$ cat config.mk
export PLATFORM = sky130hd
export DESIGN_NAME = axi4l_arb2
export DESIGN_NICKNAME = d
export VERILOG_FILES = /design/src/rtl/axi4l_arb2.sv
export SDC_FILE = /design/constraint.sdc
export NUM_CORES = 1
export LEC_CHECK = 0
export ABC_AREA = 1
export CORE_AREA = 5 5 177 179
export CTS_CLUSTER_SIZE = 25
export DETAILED_ROUTE_END_ITERATION = 10
export DIE_AREA = 0 0 182 184
export PLACE_DENSITY = 0.4
export SETUP_SLACK_MARGIN = 0.02
export SYNTH_ARGS = -nofsm -noshare
export SYNTH_HDL_FRONTEND = slang
export SYNTH_SLANG_ARGS = --single-unit
$ cat constraint.sdc
create_clock -name clk -period 1.7 [get_ports clk]
set_input_delay 0.17 -clock clk [delete_from_list [all_inputs] [get_ports clk]]
set_output_delay 0.17 -clock clk [all_outputs]
set_load 0.05 [all_outputs]
$ cat src/rtl/axi4l_arb2.sv
// axi4l_arb2 -- two-requester AXI4-Lite arbiter in front of one shared slave.
//
// Purpose: lets requesters s0 and s1 share a single AXI4-Lite register-bank
// slave. One transaction is outstanding at a time. Requesters are served
// round-robin, and a requester's write wins over its own read. Address, data,
// strobe, prot and resp paths are pure muxes with no added latency. Only the
// FSM state, the grant, the last grant and the AW/W done flags are registered.
//
// Ports:
//   clk, rst            rising-edge clock; asynchronous active-high reset
//   s0_axi_* / s1_axi_* AXI4-Lite slave-side ports of requesters 0 and 1
//   m_axi_*             AXI4-Lite master-side port to the shared slave
//   busy                a transaction is currently granted (state not IDLE)
//   gnt                 index of the current or most recently granted requester
module axi4l_arb2 #(
  parameter int AW = 32
) (
  input  logic          clk,
  input  logic          rst,
  // requester 0
  input  logic [AW-1:0] s0_axi_awaddr,
  input  logic [2:0]    s0_axi_awprot,
  input  logic          s0_axi_awvalid,
  output logic          s0_axi_awready,
  input  logic [31:0]   s0_axi_wdata,
  input  logic [3:0]    s0_axi_wstrb,
  input  logic          s0_axi_wvalid,
  output logic          s0_axi_wready,
  output logic [1:0]    s0_axi_bresp,
  output logic          s0_axi_bvalid,
  input  logic          s0_axi_bready,
  input  logic [AW-1:0] s0_axi_araddr,
  input  logic [2:0]    s0_axi_arprot,
  input  logic          s0_axi_arvalid,
  output logic          s0_axi_arready,
  output logic [31:0]   s0_axi_rdata,
  output logic [1:0]    s0_axi_rresp,
  output logic          s0_axi_rvalid,
  input  logic          s0_axi_rready,
  // requester 1
  input  logic [AW-1:0] s1_axi_awaddr,
  input  logic [2:0]    s1_axi_awprot,
  input  logic          s1_axi_awvalid,
  output logic          s1_axi_awready,
  input  logic [31:0]   s1_axi_wdata,
  input  logic [3:0]    s1_axi_wstrb,
  input  logic          s1_axi_wvalid,
  output logic          s1_axi_wready,
  output logic [1:0]    s1_axi_bresp,
  output logic          s1_axi_bvalid,
  input  logic          s1_axi_bready,
  input  logic [AW-1:0] s1_axi_araddr,
  input  logic [2:0]    s1_axi_arprot,
  input  logic          s1_axi_arvalid,
  output logic          s1_axi_arready,
  output logic [31:0]   s1_axi_rdata,
  output logic [1:0]    s1_axi_rresp,
  output logic          s1_axi_rvalid,
  input  logic          s1_axi_rready,
  // shared slave
  output logic [AW-1:0] m_axi_awaddr,
  output logic [2:0]    m_axi_awprot,
  output logic          m_axi_awvalid,
  input  logic          m_axi_awready,
  output logic [31:0]   m_axi_wdata,
  output logic [3:0]    m_axi_wstrb,
  output logic          m_axi_wvalid,
  input  logic          m_axi_wready,
  input  logic [1:0]    m_axi_bresp,
  input  logic          m_axi_bvalid,
  output logic          m_axi_bready,
  output logic [AW-1:0] m_axi_araddr,
  output logic [2:0]    m_axi_arprot,
  output logic          m_axi_arvalid,
  input  logic          m_axi_arready,
  input  logic [31:0]   m_axi_rdata,
  input  logic [1:0]    m_axi_rresp,
  input  logic          m_axi_rvalid,
  output logic          m_axi_rready,
  // status
  output logic          busy,
  output logic          gnt
);

  typedef enum logic [2:0] {
    IDLE = 3'd0,
    WR   = 3'd1,
    WB   = 3'd2,
    RD   = 3'd3,
    RR   = 3'd4
  } state_t;

  state_t state_q, state_d;
  logic   gnt_q, gnt_d;
  logic   last_gnt_q, last_gnt_d;
  logic   aw_done_q, aw_done_d;
  logic   w_done_q, w_done_d;

  logic   req0_s, req1_s, win_s, win_wr_s;
  logic   sel_awvalid_s, sel_wvalid_s, sel_bready_s, sel_arvalid_s, sel_rready_s;
  logic   aw_hs_s, w_hs_s;
  // Handshake-side signals of the granted requester, demuxed onto s0/s1 below.
  logic   g_awready_s, g_wready_s, g_bvalid_s, g_arready_s, g_rvalid_s;

  assign req0_s   = s0_axi_awvalid | s0_axi_arvalid;
  assign req1_s   = s1_axi_awvalid | s1_axi_arvalid;
  // On contention the requester that was not served last wins.
  // A sole requester always wins.
  assign win_s    = (req0_s && req1_s) ? ~last_gnt_q : req1_s;
  assign win_wr_s = win_s ? s1_axi_awvalid : s0_axi_awvalid;

  // Request-side muxes: these follow the registered grant.
  assign sel_awvalid_s = gnt_q ? s1_axi_awvalid : s0_axi_awvalid;
  assign sel_wvalid_s  = gnt_q ? s1_axi_wvalid  : s0_axi_wvalid;
  assign sel_bready_s  = gnt_q ? s1_axi_bready  : s0_axi_bready;
  assign sel_arvalid_s = gnt_q ? s1_axi_arvalid : s0_axi_arvalid;
  assign sel_rready_s  = gnt_q ? s1_axi_rready  : s0_axi_rready;

  assign m_axi_awaddr = gnt_q ? s1_axi_awaddr : s0_axi_awaddr;
  assign m_axi_awprot = gnt_q ? s1_axi_awprot : s0_axi_awprot;
  assign m_axi_wdata  = gnt_q ? s1_axi_wdata  : s0_axi_wdata;
  assign m_axi_wstrb  = gnt_q ? s1_axi_wstrb  : s0_axi_wstrb;
  assign m_axi_araddr = gnt_q ? s1_axi_araddr : s0_axi_araddr;
  assign m_axi_arprot = gnt_q ? s1_axi_arprot : s0_axi_arprot;

  // Response payloads go to both requesters. Only the granted requester ever
  // sees a valid.
  assign s0_axi_bresp = m_axi_bresp;
  assign s1_axi_bresp = m_axi_bresp;
  assign s0_axi_rdata = m_axi_rdata;
  assign s1_axi_rdata = m_axi_rdata;
  assign s0_axi_rresp = m_axi_rresp;
  assign s1_axi_rresp = m_axi_rresp;

  assign s0_axi_awready = g_awready_s & ~gnt_q;
  assign s1_axi_awready = g_awready_s &  gnt_q;
  assign s0_axi_wready  = g_wready_s  & ~gnt_q;
  assign s1_axi_wready  = g_wready_s  &  gnt_q;
  assign s0_axi_bvalid  = g_bvalid_s  & ~gnt_q;
  assign s1_axi_bvalid  = g_bvalid_s  &  gnt_q;
  assign s0_axi_arready = g_arready_s & ~gnt_q;
  assign s1_axi_arready = g_arready_s &  gnt_q;
  assign s0_axi_rvalid  = g_rvalid_s  & ~gnt_q;
  assign s1_axi_rvalid  = g_rvalid_s  &  gnt_q;

  // A channel that has already completed its handshake must not handshake again.
  assign aw_hs_s = sel_awvalid_s & ~aw_done_q & m_axi_awready;
  assign w_hs_s  = sel_wvalid_s  & ~w_done_q  & m_axi_wready;

  assign busy = (state_q != IDLE);
  assign gnt  = gnt_q;

  // Next-state, grant and done-flag logic, plus all valid/ready handshake outputs.
  always_comb begin
    state_d       = state_q;
    gnt_d         = gnt_q;
    last_gnt_d    = last_gnt_q;
    aw_done_d     = aw_done_q;
    w_done_d      = w_done_q;
    m_axi_awvalid = 1'b0;
    m_axi_wvalid  = 1'b0;
    m_axi_bready  = 1'b0;
    m_axi_arvalid = 1'b0;
    m_axi_rready  = 1'b0;
    g_awready_s   = 1'b0;
    g_wready_s    = 1'b0;
    g_bvalid_s    = 1'b0;
    g_arready_s   = 1'b0;
    g_rvalid_s    = 1'b0;
    case (state_q)
      IDLE: begin
        if (req0_s || req1_s) begin
          gnt_d   = win_s;
          state_d = win_wr_s ? WR : RD;
        end else begin
          state_d = IDLE;
        end
      end
      WR: begin
        m_axi_awvalid = sel_awvalid_s & ~aw_done_q;
        m_axi_wvalid  = sel_wvalid_s  & ~w_done_q;
        g_awready_s   = m_axi_awready & ~aw_done_q;
        g_wready_s    = m_axi_wready  & ~w_done_q;
        aw_done_d     = aw_done_q | aw_hs_s;
        w_done_d      = w_done_q  | w_hs_s;
        if (aw_done_d && w_done_d) begin
          state_d = WB;
        end else begin
          state_d = WR;
        end
      end
      WB: begin
        m_axi_bready = sel_bready_s;
        g_bvalid_s   = m_axi_bvalid;
        if (m_axi_bvalid && sel_bready_s) begin
          aw_done_d  = 1'b0;
          w_done_d   = 1'b0;
          last_gnt_d = gnt_q;
          state_d    = IDLE;
        end else begin
          state_d = WB;
        end
      end
      RD: begin
        m_axi_arvalid = sel_arvalid_s;
        g_arready_s   = m_axi_arready;
        if (sel_arvalid_s && m_axi_arready) begin
          state_d = RR;
        end else begin
          state_d = RD;
        end
      end
      RR: begin
        m_axi_rready = sel_rready_s;
        g_rvalid_s   = m_axi_rvalid;
        if (m_axi_rvalid && sel_rready_s) begin
          last_gnt_d = gnt_q;
          state_d    = IDLE;
        end else begin
          state_d = RR;
        end
      end
      default: begin
        aw_done_d = 1'b0;
        w_done_d  = 1'b0;
        state_d   = IDLE;
      end
    endcase
  end

  // State and grant registers. last_gnt resets to 1 so requester 0 wins the
  // first contention.
  always_ff @(posedge clk or posedge rst) begin
    if (rst) begin
      state_q    <= IDLE;
      gnt_q      <= 1'b0;
      last_gnt_q <= 1'b1;
      aw_done_q  <= 1'b0;
      w_done_q   <= 1'b0;
    end else begin
      state_q    <= state_d;
      gnt_q      <= gnt_d;
      last_gnt_q <= last_gnt_d;
      aw_done_q  <= aw_done_d;
      w_done_q   <= w_done_d;
    end
  end

endmodule

# After elaboration in Yosys (flattened, before gate mapping)
# Cells that the tools add are included.
word_totals:
  reg_bits: 7
  in_bits: 265
  out_inout_bits: 195
  elab_cells: 85
classes:
  eq_ne: 6
  n_mux: 36
  n_bitwise: 25
  n_reduce_logical: 13
op_table:
  columns: ["op", "count"]
  rows:
  - ["two-way mux 32 bit", 3]
  - ["two-way mux 1 bit", 20]
  - ["AND 1 bit", 16]
  - ["one-hot mux 3 bit (5 select lines)", 1]
  - ["two-way mux 3 bit", 4]
  - ["two-way mux 2 bit", 4]
  - ["== test 3 x 2 -> 1 bit, second input constant", 2]
  - ["one-hot mux 1 bit (3 select lines)", 2]
  - ["logical AND 1 bit", 5]
  - ["inverter 1 bit", 5]
  - ["two-way mux 4 bit", 1]
  - ["!= test 2 bit, second input constant", 2]
  - ["OR 1 bit", 4]
  - ["AND reduction 2 bit", 2]
  - ["== test 3 x 1 -> 1 bit, second input constant", 1]
  - ["== test 3 bit, second input constant", 1]
  - ["zero test 3 bit", 1]
  - ["AND reduction 3 bit", 1]
  - ["nonzero test 3 bit", 1]
  - ["OR reduction 3 bit", 1]
  - ["one-hot mux 1 bit (2 select lines)", 1]
  - ["nonzero test 2 bit", 1]
  - ["logical OR 1 bit", 1]

# Longest topological paths before layout
logic_depth:
  depth_word: 7
  depth_mapped: 8
  ltp_nobuf: 8

# Worst setup path after synthesis
# OpenSTA, ideal clock, no wires.
synth_timing:
  kind: "reg-to-output"
  start: "reg gnt_q (netlist: gnt)"
  end: "out s1_axi_awready"
  arrival_time_ns: 2.548
  required_time_ns: 1.530
  path_slack_ns: -1.018
  path_stages_with_launch: 4
  path_buffers: 1
  path_cell_list: "dfrtp_1 -> inv_2 -> buf_2 -> nor4_1"
synth_between:
  elab_chain_cells: 1
synth_lines:
  columns: ["element", "line", "rtl"]
  rows:
  - ["start, declared", "94", "logic gnt_q, gnt_d;"]
  - ["start signal, assigned", "242", "gnt_q <= gnt_d;"]
  - ["AND 1 bit", "136", "assign s1_axi_awready = g_awready_s & gnt_q;"]
  - ["end, declared", "44", "output logic s1_axi_awready,"]
# Every way passes these cells.

# Worst setup path in the final report
layout_timing:
  start: "reg gnt_q (netlist: gnt)"
  end: "out m_axi_wdata[0]"
layout_between:
  elab_chain_cells: 1
layout_lines:
  columns: ["element", "line", "rtl"]
  rows:
  - ["two-way mux 32 bit", "121", "assign m_axi_wdata = gnt_q ? s1_axi_wdata : s0_axi_wdata;"]
  - ["end, declared", "65", "output logic [31:0] m_axi_wdata,"]
# Every way passes these cells.

==> results <==
[metrics by stage]
stage / area, um2 / std cells / setup TNS (ns) / hold slack (ns)
6_report: 7460 / 1186 / 0 / 0.183
5_1_grt: 7460 / 1186 / -0.623 / 0.245
4_1_cts: 7370 / 1183 / -0.0178 / 0.198
3_5_place_dp: 7250 / 1178 / 0 / 0.341
3_3_place_gp: 7250 / 1178 / 0 / 0.341
2_1_floorplan: 2590 / 526 / -0.0705 / -0.0274
[registers in the layout (all words and copies together) (netlist names)]
signal and cells:
w_done_q 1, aw_done_q 1, state_q 3, last_gnt_q 1
gnt 1
[cell type report]
class / count / area (um2)
fillers: 3189 / 21900
repair buffers: 363 / 4940
multi-input cells: 398 / 1680
well taps: 390 / 488
flip-flops and latches: 7 / 180
inverters: 24 / 97.6
clock buffers: 4 / 78.8
[placed cells by master (no fill, tap or decap), types with 2 or more instances in the layout]
cell type	count
dfrtp_1	5
buf_16	2
nor2_1	4
inv_1	20
nand3_1	7
nand2_1	358
buf_6	2
inv_2	2
nor2_2	7
clkbuf_16	5
nand4_1	2
nand2_2	6
buf_4	4
clkdlybuf4s50_1	228
nor4_4	4
nor3_4	3
nand3_2	2
buf_12	125
o21ai_0	2
[final timing paths]
check,to,slack (ns),cells past startpoint
setup / recovery,m_axi_wdata[0],0.03,5
hold / removal,w_done_q$_DFFE_PP0P_,0.18,2
setup reg to reg,aw_done_q$_DFFE_PP0P_,0.27,8
hold reg to reg,last_gnt_q$_DFFE_PP1P_,0.47,2
max in group asynchronous,last_gnt_q$_DFFE_PP1P_,1.23,2
min in group clk,s0_axi_rdata[15],0.34,0
[synth_stat cells, types with 2 or more instances]
cell type	n	area (um2)
nand2_1	363	1360
buf_4	80	601
inv_1	22	82.6
buf_2	15	75.1
nor2_1	12	45.0
nand3_1	9	45.0
dfrtp_1	6	150
nor4_1	4	25.0
nand4_1	2	12.5
nor3_1	2	10.0
o21ai_0	2	10.0
[layer usage]
| metal | global-route usage, % | wire, um | vias to the layer above |
|---|---|---|---|
| li1 | - | - | 2030 |
| met1 | 10.8 | 6910 | 1594 |
| met2 | 17.3 | 9020 | 265 |
| met3 | 4.45 | 2150 | 12 |
| met4 | 0.901 | 104 | 0 |
| met5 | 0 | 0 | - |
[power by group through the flow]
stage / combinational [mW] / clock (mW) / sequential [mW]
2_1_floorplan: 7.04 / 0 / 0.361
6_report: 13.7 / 0.410 / 0.379
3_3_place_gp: 13.6 / 0 / 0.364
3_5_place_dp: 13.5 / 0 / 0.365
5_1_grt: 14.4 / 0.419 / 0.392
4_1_cts: 13.7 / 0.410 / 0.375
[logic make-up after synthesis]
group / count (synthesis) / share of synthesized area (%)
simple gates: 394 / 60.8
flops: 7 / 7.07
buf+inv: 121 / 31.3
compound gates: 4 / 0.802
[what timing repair did]
item                                   4_1_cts  5_1_grt
endpoints found under the hold margin        0        0
gates resized for setup                     11        9
setup endpoints to repair                   27       77
pin swaps                                    2        1
cloned                                       0        2
buffers inserted                             1        1
==> impl_metrics.tcl <==
set metrics [dict create \
    gp_congestion 0.844 \
    place_hpwl_mm 15.2 \
    pwr-share-comb_pct 94.6 \
    outcome "finished, final reports clean" \
    leakage_nw 3.49 \
    synth_edf_count 0 \
    syn_inst 526 \
    min_path_type "input port to async pin" \
    total_power_mw 14.5 \
    cp.required_ns 1.53 \
    fin_worst_skew_ns 0.00214 \
    drive_above_1_share_pct 21.0 \
    final-hold-violation-count 0 \
    setup_viol 0 \
    diodes 0 \
    htreeDepth 1 \
    via_per_inst 3.29 \
    grt_pass1_wl_mm 25.3 \
    yosys_warnings 0 \
    io_pins 460 \
    worstSetupStartpoint "gnt$_DFFE_PP0P_" \
    cp.arrival_ns 1.50 \
    max_freq_mhz 598 \
    drtPass1Iterations 4 \
    cts_tree "built" \
    slowest_stage "dfrtp_4" \
    die_w_um 182 \
    wl_per_cell_um 15.3 \
    cts_root_buffer "clkbuf_16" \
    seqPwrFrac_pct 2.6 \
    path_delay_family "flip-flops" \
    grt_max_degree 48 \
    nets 1062 \
    regToRegStartpoint "gnt$_DFFE_PP0P_" \
    internal_power_mw 6.53 \
    power_switching_mw 7.97 \
    start_kind "flop" \
    start_util_pct 8.48 \
    ys_seq_elements 7 \
    numPortBuffers 351 \
    worst_pin_slew_ns 0.310 \
    path_cells "inv_8, buf_16, nand2_1, nand2_1, buf_12" \
    slowest_delay_ns 0.54 \
    cp_common_cell "nand2_1" \
    clockBufferDepth 2 \
    ant_nets 0 \
    die_h_um 184 \
    antenna_found_initial 0 \
    first_global_vias 4077 \
    min_period_ns 1.67 \
    dr_total_vias 3901 \
    synthDistinctLibCells 20 \
    hold_buffers 0 \
    drc_errors 0 \
    clock_sinks 7 \
    clockPowerShare_pct 2.8 \
    clkTransAtPathRegs_ns 0.04 \
    overflow 0 \
    layout_setup_ws_ns 0.0270 \
    sw_frac_of_total_pct 55.0 \
    drt-initial-drc-count 100 \
    slew_viol_final 0 \
    crit_fanout 24 \
    syn-num-nets 791 \
    finalCritPeriodShare_pct 98.4 \
    crit_path_end_kind "output pin" \
    irDropWorstVdd_mv 0.779 \
    grt_usage_pct 9.61 \
    rows 63 \
    power_density_nw_per_um2 1940 \
    path_class "flop to output pin" \
    maxSlewHeadroom_pct 79.3 \
    utilization_pct 25.4 \
    drt-total-wl_mm 18.2 \
    syn_area_um2 2490 \
    coreArea_um2 29400 \
    synth-seq-area-share_pct 7.07 \
    ys_async_sr_fraction_pct 100 \
    ys.flop_type "dfrtp_1" \
    crit_buf_inv 3 \
    cts_buffers 3 \
    insertion_delay_ns 0.23 \
    dpl_worst_slack_ns 0.209 \
    syn_avg_cell_area_um2 4.74 \
    drv_cap 0 \
    rsz0062_at_grt "yes" \
    dieArea_um2 33500 \
    syn_to_final_growth_pct 199 \
]
Note: power is estimated with default switching activity, not from simulation.
